`src/rtl/solid_box_scan.sv`:
```
// solid_box_scan: tests an axis-aligned box against the 1-bit solid map,
// one map cell per cycle, row-major, with first-hit or full-count modes.
//
// Handshakes: a transfer happens on any rising clock edge where valid and
// ready are both high. The request side holds req_* stable while req_valid
// is high and req_ready is low; the scanner holds rsp_* stable while
// rsp_valid is high and rsp_ready is low. Neither valid depends on ready.
module solid_box_scan #(
    parameter int MAP_W     = 128,
    parameter int MAP_H     = 128,
    parameter int COORD_W   = 16,
    parameter int SIZE_W    = 5,
    parameter int OOB_SOLID = 0
) (
    input  logic                           clk,
    input  logic                           rst,
    input  logic                           req_valid,
    output logic                           req_ready,
    input  logic signed [COORD_W-1:0]      req_x,
    input  logic signed [COORD_W-1:0]      req_y,
    input  logic [SIZE_W-1:0]              req_w,
    input  logic [SIZE_W-1:0]              req_h,
    input  logic                           req_mode,
    output logic                           map_rd_en,
    output logic [$clog2(MAP_W*MAP_H)-1:0] map_rd_addr,
    input  logic                           map_rd_data,
    output logic                           rsp_valid,
    input  logic                           rsp_ready,
    output logic                           rsp_hit,
    output logic [2*SIZE_W-1:0]            rsp_count,
    output logic signed [COORD_W-1:0]      rsp_first_x,
    output logic signed [COORD_W-1:0]      rsp_first_y,
    output logic [1:0]                     dbg_state
);

    localparam int XW = $clog2(MAP_W);
    localparam int YW = $clog2(MAP_H);

    typedef enum logic [1:0] {
        S_IDLE  = 2'd0,
        S_SCAN  = 2'd1,
        S_DRAIN = 2'd2,
        S_RESP  = 2'd3
    } state_t;

    // Cell coordinates carry one extra bit so req_x + i never wraps.
    typedef logic signed [COORD_W:0] ext_t;

    state_t                     r_state, w_next;
    logic signed [COORD_W-1:0]  r_x, r_y;
    logic [SIZE_W-1:0]          r_w, r_h, r_i, r_j;
    logic                       r_mode;
    logic                       r_pend, r_force;
    logic signed [COORD_W-1:0]  r_px, r_py;
    logic [2*SIZE_W-1:0]        r_count;
    logic signed [COORD_W-1:0]  r_fx, r_fy;

    ext_t                       w_cx, w_cy;
    logic                       w_x_lo, w_x_hi, w_y_lo, w_y_hi, w_oob;
    logic [XW-1:0]              w_x_cl;
    logic [YW-1:0]              w_y_cl;
    logic                       w_solid, w_stop, w_last, w_issue, w_accept;

    // Current cell address: clamp each axis into the map independently.
    always_comb begin
        w_cx   = ext_t'(r_x) + ext_t'({1'b0, r_i});
        w_cy   = ext_t'(r_y) + ext_t'({1'b0, r_j});
        w_x_lo = w_cx[COORD_W];
        w_y_lo = w_cy[COORD_W];
        w_x_hi = !w_x_lo && (w_cx >= ext_t'(MAP_W));
        w_y_hi = !w_y_lo && (w_cy >= ext_t'(MAP_H));
        w_oob  = w_x_lo || w_x_hi || w_y_lo || w_y_hi;
        w_x_cl = w_x_lo ? '0 : (w_x_hi ? '1 : w_cx[XW-1:0]);
        w_y_cl = w_y_lo ? '0 : (w_y_hi ? '1 : w_cy[YW-1:0]);
    end

    // Returning result, early stop in first-hit mode, and issue qualification.
    always_comb begin
        w_solid     = r_pend && (r_force || map_rd_data);
        w_stop      = !r_mode && w_solid;
        w_last      = (r_i == r_w - 1'b1) && (r_j == r_h - 1'b1);
        w_issue     = (r_state == S_SCAN) && !w_stop && !rst;
        map_rd_en   = w_issue && !((OOB_SOLID != 0) && w_oob);
        map_rd_addr = {w_y_cl, w_x_cl};
        w_accept    = req_valid && req_ready;
    end

    // State register.
    always_ff @(posedge clk) begin
        if (rst) r_state <= S_IDLE;
        else     r_state <= w_next;
    end

    // Next-state logic and handshake outputs; everything is held low in reset.
    always_comb begin
        w_next    = r_state;
        req_ready = 1'b0;
        rsp_valid = 1'b0;
        case (r_state)
            S_IDLE: begin
                req_ready = 1'b1;
                if (req_valid)
                    w_next = (req_w == '0 || req_h == '0) ? S_RESP : S_SCAN;
            end
            S_SCAN: begin
                if (w_stop)      w_next = S_RESP;
                else if (w_last) w_next = S_DRAIN;
            end
            S_DRAIN: w_next = S_RESP;
            S_RESP: begin
                rsp_valid = 1'b1;
                if (rsp_ready) w_next = S_IDLE;
            end
            default: w_next = S_IDLE;
        endcase
        if (rst) begin
            req_ready = 1'b0;
            rsp_valid = 1'b0;
        end
    end

    // Request latch, cell walk, 1-deep coordinate pipeline and result accumulation.
    always_ff @(posedge clk) begin
        if (rst) begin
            r_x     <= '0;
            r_y     <= '0;
            r_w     <= '0;
            r_h     <= '0;
            r_mode  <= 1'b0;
            r_i     <= '0;
            r_j     <= '0;
            r_pend  <= 1'b0;
            r_force <= 1'b0;
            r_px    <= '0;
            r_py    <= '0;
            r_count <= '0;
            r_fx    <= '0;
            r_fy    <= '0;
        end else begin
            r_pend  <= w_issue;
            r_force <= w_issue && (OOB_SOLID != 0) && w_oob;
            r_px    <= w_cx[COORD_W-1:0];
            r_py    <= w_cy[COORD_W-1:0];
            if (w_accept) begin
                r_x     <= req_x;
                r_y     <= req_y;
                r_w     <= req_w;
                r_h     <= req_h;
                r_mode  <= req_mode;
                r_i     <= '0;
                r_j     <= '0;
                r_count <= '0;
                r_fx    <= '0;
                r_fy    <= '0;
            end else begin
                if (w_issue) begin
                    if (r_i == r_w - 1'b1) begin
                        r_i <= '0;
                        r_j <= r_j + 1'b1;
                    end else begin
                        r_i <= r_i + 1'b1;
                    end
                end
                if (w_solid) begin
                    r_count <= r_count + 1'b1;
                    if (r_count == '0) begin
                        r_fx <= r_px;
                        r_fy <= r_py;
                    end
                end
            end
        end
    end

    assign rsp_hit     = (r_count != '0);
    assign rsp_count   = r_count;
    assign rsp_first_x = r_fx;
    assign rsp_first_y = r_fy;
    assign dbg_state   = r_state;

endmodule
```
`config.mk`:
```
export PLATFORM = sky130hd
export DESIGN_NAME = solid_box_scan
export DESIGN_NICKNAME = d
export VERILOG_FILES = /design/src/rtl/solid_box_scan.sv
export SDC_FILE = /design/constraint.sdc
export NUM_CORES = 1
export LEC_CHECK = 0
export ABC_AREA = 1
export ABC_CLOCK_PERIOD_IN_PS = 3350
export CAP_MARGIN = 20
export CORE_MARGIN = 2
export CORE_UTILIZATION = 53
export CTS_CLUSTER_DIAMETER = 80
export CTS_CLUSTER_SIZE = 10
export DETAILED_ROUTE_END_ITERATION = 10
export HOLD_SLACK_MARGIN = 0.1
export PLACE_DENSITY = 0.84
export SKIP_CTS_REPAIR_TIMING = 1
export SYNTH_ARGS = -nofsm -noshare
export SYNTH_HDL_FRONTEND = slang
export SYNTH_SLANG_ARGS = --single-unit
```
`constraint.sdc`:
```
create_clock -name clk -period 3.35 [get_ports clk]
set_input_delay 0.67 -clock clk [delete_from_list [all_inputs] [get_ports clk]]
set_output_delay 0.67 -clock clk [all_outputs]
set_load 0.03 [all_outputs]
```
* After elaboration in Yosys (flattened, before gate mapping)
Index checks and enable logic that the tools add are counted.
Cells by class: reductions and logical operators 23, mux-type cells 15, equal/unequal tests 8, add/sub/neg operators 7, order comparisons 2
Operators by type and width (count):
- $add 16x6->17 | 2
- $ge 17x9->1 const B | 2
- $mux 7 | 4
- $add 10x1->10 const B | 1
- $add 5x1->5 const B | 2
- $eq 5x5->1 | 2
- $logic_not 10->1 | 1
- $logic_not 5->1 | 2
- $mux 2 | 5
- $reduce_bool 10->1 | 1
- $sub 5x1->5 const B | 2
- $logic_and 1x1->1 | 8
- $pmux 2 s4 | 1
- $logic_not 1->1 | 5
- $mux 5 | 1
- $eq 2x2->1 const B | 2
- $mux 1 | 4
- $ne 2x2->1 const B | 2
- $reduce_and 2->1 | 2
- $ne 3x3->1 const B | 1
- $reduce_and 3->1 | 1
- $eq 2x1->1 const B | 1
- $logic_not 2->1 | 1
- $reduce_or 2->1 | 1
- $logic_or 1x1->1 | 1
Storage, ports and cells: bits in registers 130, word-level logic and storage cells 69, bits of input ports 48

* Longest topological paths before layout
word-level depth 6, mapped depth 15, depth with buffers taken out 15

* Worst setup path after synthesis
Ideal clock, no wire load.
path type flip-flop to output port, from register r_j[0], to output port map_rd_addr[10], data required time 2.680 ns, path slack 0.679 ns, arrival 2.001 ns, cell stages (with the launch flop) 12, cells stage by stage dfxtp_1 -> ha_1 -> fa_1 -> nand3_1 -> nand3_2 -> nand2_1 -> o21ai_0 -> xor2_1 -> nor2_2 -> nand4_1 -> nand2_1 -> inv_1
Between the ends: longest elaborated chain between the ends 5, elaborated cells between the ends (all ways) 6, classes of those cells add/sub (1); order compare (1); mux (2); reduce/logical (2)
Ends and longest elaborated chain:
- from (decl) | RTL line 51 | logic [SIZE_W-1:0] r_w, r_h, r_i, r_j;
- from (signal assigned) | RTL line 159 | r_j <= r_j + 1'b1;
- $add 16x6->17 (*) | RTL line 67 | w_cy = ext_t'(r_y) + ext_t'({1'b0, r_j});
- $ge 17x9->1 / $logic_not 1->1 (equally long branches) | RTL line 71 | w_y_hi = !w_y_lo && (w_cy >= ext_t'(MAP_H));
- $logic_and 1x1->1 | RTL line 71
- $mux 7 | RTL line 74 | w_y_cl = w_y_lo ? '0 : (w_y_hi ? '1 : w_cy[YW-1:0]);
- $mux 7 (*) | RTL line 74
- to (decl) | RTL line 25 | output logic [$clog2(MAP_W*MAP_H)-1:0] map_rd_addr,
Every way passes the cells marked *; elsewhere a longest branch is shown, timed or not.

* Final worst setup path
from register r_x[1], to output port map_rd_addr[6]
Between the ends: longest elaborated chain between the ends 5, elaborated cells between the ends (all ways) 6, classes of those cells add/sub (1); order compare (1); mux (2); reduce/logical (2)
Ends and longest elaborated chain:
- from (decl) | RTL line 50 | logic signed [COORD_W-1:0] r_x, r_y;
- from (signal assigned) | RTL line 145 | r_x <= req_x;
- $add 16x6->17 (*) | RTL line 66 | w_cx = ext_t'(r_x) + ext_t'({1'b0, r_i});
- $ge 17x9->1 / $logic_not 1->1 (equally long branches) | RTL line 70 | w_x_hi = !w_x_lo && (w_cx >= ext_t'(MAP_W));
- $logic_and 1x1->1 | RTL line 70
- $mux 7 | RTL line 73 | w_x_cl = w_x_lo ? '0 : (w_x_hi ? '1 : w_cx[XW-1:0]);
- $mux 7 (*) | RTL line 73
Marked as above.

==> impl_metrics.csv <==
group,metric,value,unit
logic_synthesis,ys_seq_elements,130,
clock_network,htreeDepth,4,
logic_synthesis,synthTopCellsByArea,"dfxtp_1 (41%), nand2_1 (8.8%), nand3_1 (6.1%)",
logic_synthesis,synth_top_cell_by_area,"dfxtp_1",
worst_setup_path,slowest_stage,"dfxtp_1",
die,start_util,55.0,%
power_and_ir_drop,totalPowerFinal,5640,uW
detailed_routing,drt-pass1-iter-count,5,
logic_synthesis,synthCells,860,
clock_network,clkTransAtPathRegs,0.06,ns
placement,dp.cells,1094,
grt,grt_pass1_vias,5670,
timing,layout_worst_path_cycle_share,97.3,%
logic_synthesis,synth.distinct_cells,38,
logic_synthesis,synth_top_area_share,41.1,%
detailed_routing,drt-initial-drc-count,491,
final_layout,antenna_cells,0,
final_layout,regArea,0.00261,mm^2
clock_network,cts.sinks,130,
worst_setup_path,critPathMaxFanout,7,
timing,setup_viol,0,
detailed_routing,vias,6077,
final_layout,layout_commonest_cell,"nand2_1",
logic_synthesis,yosys_warnings,0,
timing,finalCriticalPeriod,3.26,ns
die,die-area,0.0128,mm^2
power_and_ir_drop,power_density,686,mW/mm^2
worst_setup_path,cp.required,2.68,ns
grt,grt.met1_usage,34.0,%
logic_synthesis,seq_area_frac_synth,41.1,%
clock_network,clkLatencyLatePin,0.42,ns
final_layout,layout_common_cells,"nand2_1 (148), dfxtp_1 (128), nor2_1 (98)",
worst_setup_path,max_stage_delay,0.44,ns
timing,worst_slack,0.0902,ns
final_layout,layout-drive-gt1-share,13.7,%
worst_setup_path,rrSetupSlack,1.25,ns
worst_hold_path,min_from,"r_py[8]",
die,core-area,0.0115,mm^2
die,chipWidth,113,um
worst_setup_path,path_cells,"ha_1, nand3_1, nand3_1, nand2_1, nand2_2, xor2_1, nand2_1, inv_2, nand4_1, nand2_1, inv_1, dlymetal6s2s_1",
worst_hold_path,hold_depth,2,
placement,pre_cts_ws,0.0809,ns
worst_hold_path,holdCritPathClass,"reg2reg",
worst_setup_path,worstSetupPathType,"reg2out",
detailed_routing,avgViaCountPerCell,5.38,
worst_setup_path,r2r_start,"dbg_state[0]",
final_layout,multi_input_comb_area,0.00326,mm^2
detailed_routing,wl_per_cell,14.4,um
timing,finalClockSkew,0.00503,ns
detailed_routing,wirelength,16.2,mm
die,die_y,113,um
clock_network,cts_buffers,17,
final_layout,nets,1046,
timing,fmax,307,MHz
timing,worstMarginPinSlew,0.428,ns
final_layout,final_area,0.00822,mm^2
worst_setup_path,crit_top_cell,"nand2_1",
timing,slew_viol_final,0,
grt,grt_pass1_wl,26.4,mm
die,rows,39,
placement,port_buffers,109,
final_layout,syn_to_final_growth,29.9,%
worst_setup_path,cp.arrival,2.59,ns
worst_hold_path,hold_end,"rsp_first_y[8]",
logic_synthesis,syn-cell-area,0.00633,mm^2
timing,timing.hold.ws,0.463,ns
grt,grtUsageMet3,6.32,%
worst_setup_path,ff2ff_path_depth,10,
grt,grt.overflow.total,0,
power_and_ir_drop,p_leak,0.00357,uW
grt,grt_max_degree,41,
power_and_ir_drop,ir_drop,0.424,mV
grt,antenna_found_initial,0,
grt,grt_busiest_layer,"met2",
flow_run,drv_cap,0,
detailed_routing,drc_errors,0,
logic_synthesis,synth_fp_nets,930,
placement,dp_hpwl,11.4,mm
detailed_routing,antenna_left,0,
grt,grt_util_met2,40.7,%
placement,placed_area,0.00757,mm^2
worst_setup_path,startpoint_type,"register",
grt,grtUsageTotal,25.8,%
status,status,"finished clean",
timing,max_slew_margin,71.5,%
worst_setup_path,endpoint_kind,"output pin",
placement,place_congestion,0.943,
worst_setup_path,reg2reg_to,"rsp_count[3]",
timing,hold_violations,0,
final_layout,stdcell_count,1130,
clock_network,tritoncts,"done",
die,pin_count,110,
logic_synthesis,synth_area_per_cell,7.36,um^2
final_layout,fillers,875,
clock_network,clockBufferDepth,2,
clock_network,root_buffer,"clkbuf_16",
-- critical path: cells and delay by family (launching register included) --
family | cells | cell delay (ns)
buffers and inverters | 3 | 0.39
XOR/XNOR | 1 | 0.26
adder cells (fa/ha/maj) | 1 | 0.30
AND/OR/NAND/NOR | 7 | 0.76
flip-flops | 1 | 0.44
-- Yosys cell counts --
cell type and count:
nand2_1 148, dfxtp_1 130, nor2_1 98, inv_1 95, nand3_1 77, o21ai_0 61
nor3_1 43, nand2_2 23, nand4_1 21, ha_1 20, clkbuf_1 19, xor2_1 17
a32o_1 14, a21oi_1 11, nor2_2 11, inv_2 10, buf_2 9, o21ai_1 8
xnor2_1 8, nor2_4 6, o22ai_1 6, nand3_2 4, a21oi_2 2, buf_1 2
fa_1 2, nand2_4 2, nor3b_1 2, a31oi_1 1, and3_1 1, buf_4 1
nand3b_1 1, nand4_2 1, nor3_2 1, nor3b_2 1, o211ai_1 1, o21a_1 1
or2_0 1, or2_2 1
-- layout make-up --
cell class                      count  share of cell area [%]
Sequential cell                   130                    31.7
Timing Repair Buffer              128                    14.5
Multi-Input combinational cell    594                    39.7
Tap cell                          143                    2.18
Inverter                          105                    4.79
Clock buffer                       20                    5.55
Clock inverter                     10                    1.64
-- metrics by stage --
| stage | setup TNS, ns | utilization [%] |
|---|---|---|
| final | 0 | 71.4 |
| after floorplan | 0 | - |
| after global routing | -0.0488 | 71.4 |
| after detailed placement | 0 | 65.7 |
| after global placement | 0 | 65.7 |
| after CTS | -4.77 | 70.9 |
-- cells by family after synthesis --
logic type	share of synthesized area (%)
AO/OA/AOI/OAI	9.75
XOR/XNOR	3.46
adder cells (fa/ha/maj)	4.59
buffers and inverters	8.30
flip-flops	41.1
AND/OR/NAND/NOR	32.8
-- power breakdown --
part	internal [uW]	leakage, uW	switching [uW]	total (uW)
clock	1190	0.000280	663	1860
sequential	1760	0.00106	163	1920
combinational	672	0.00224	1190	1860
total	3620	0.00357	2020	5640
-- flip-flops by register name, summed over array words and instances, names as in the netlist --
register     flops
r_i              5
rsp_count       10
r_y             16
r_x             16
r_px            16
r_py            16
r_h              5
rsp_first_x     16
r_j              5
r_pend           1
r_w              5
dbg_state        2
rsp_first_y     16
r_mode           1
-- routing by layer --
metal	part of all wire (%)	routed length (um)	up-vias
met5	0	0	-
met1	46	7510	2755
met4	1.9	303	0
met2	45	7240	244
met3	7.2	1160	31
li1	-	-	3047
-- worst max-delay path by stage --
stage                       to    from  cells past startpoint
6_report        map_rd_addr[6]  r_x[1]                     12
5_1_grt         map_rd_addr[5]  r_x[0]                     15
3_3_place_gp    map_rd_addr[8]  r_y[0]                     12
2_1_floorplan  map_rd_addr[10]  r_j[0]                     11
3_5_place_dp   map_rd_addr[13]  r_y[0]                     12
4_1_cts        map_rd_addr[13]  r_y[0]                     12
(Power assumes the default switching activity.)
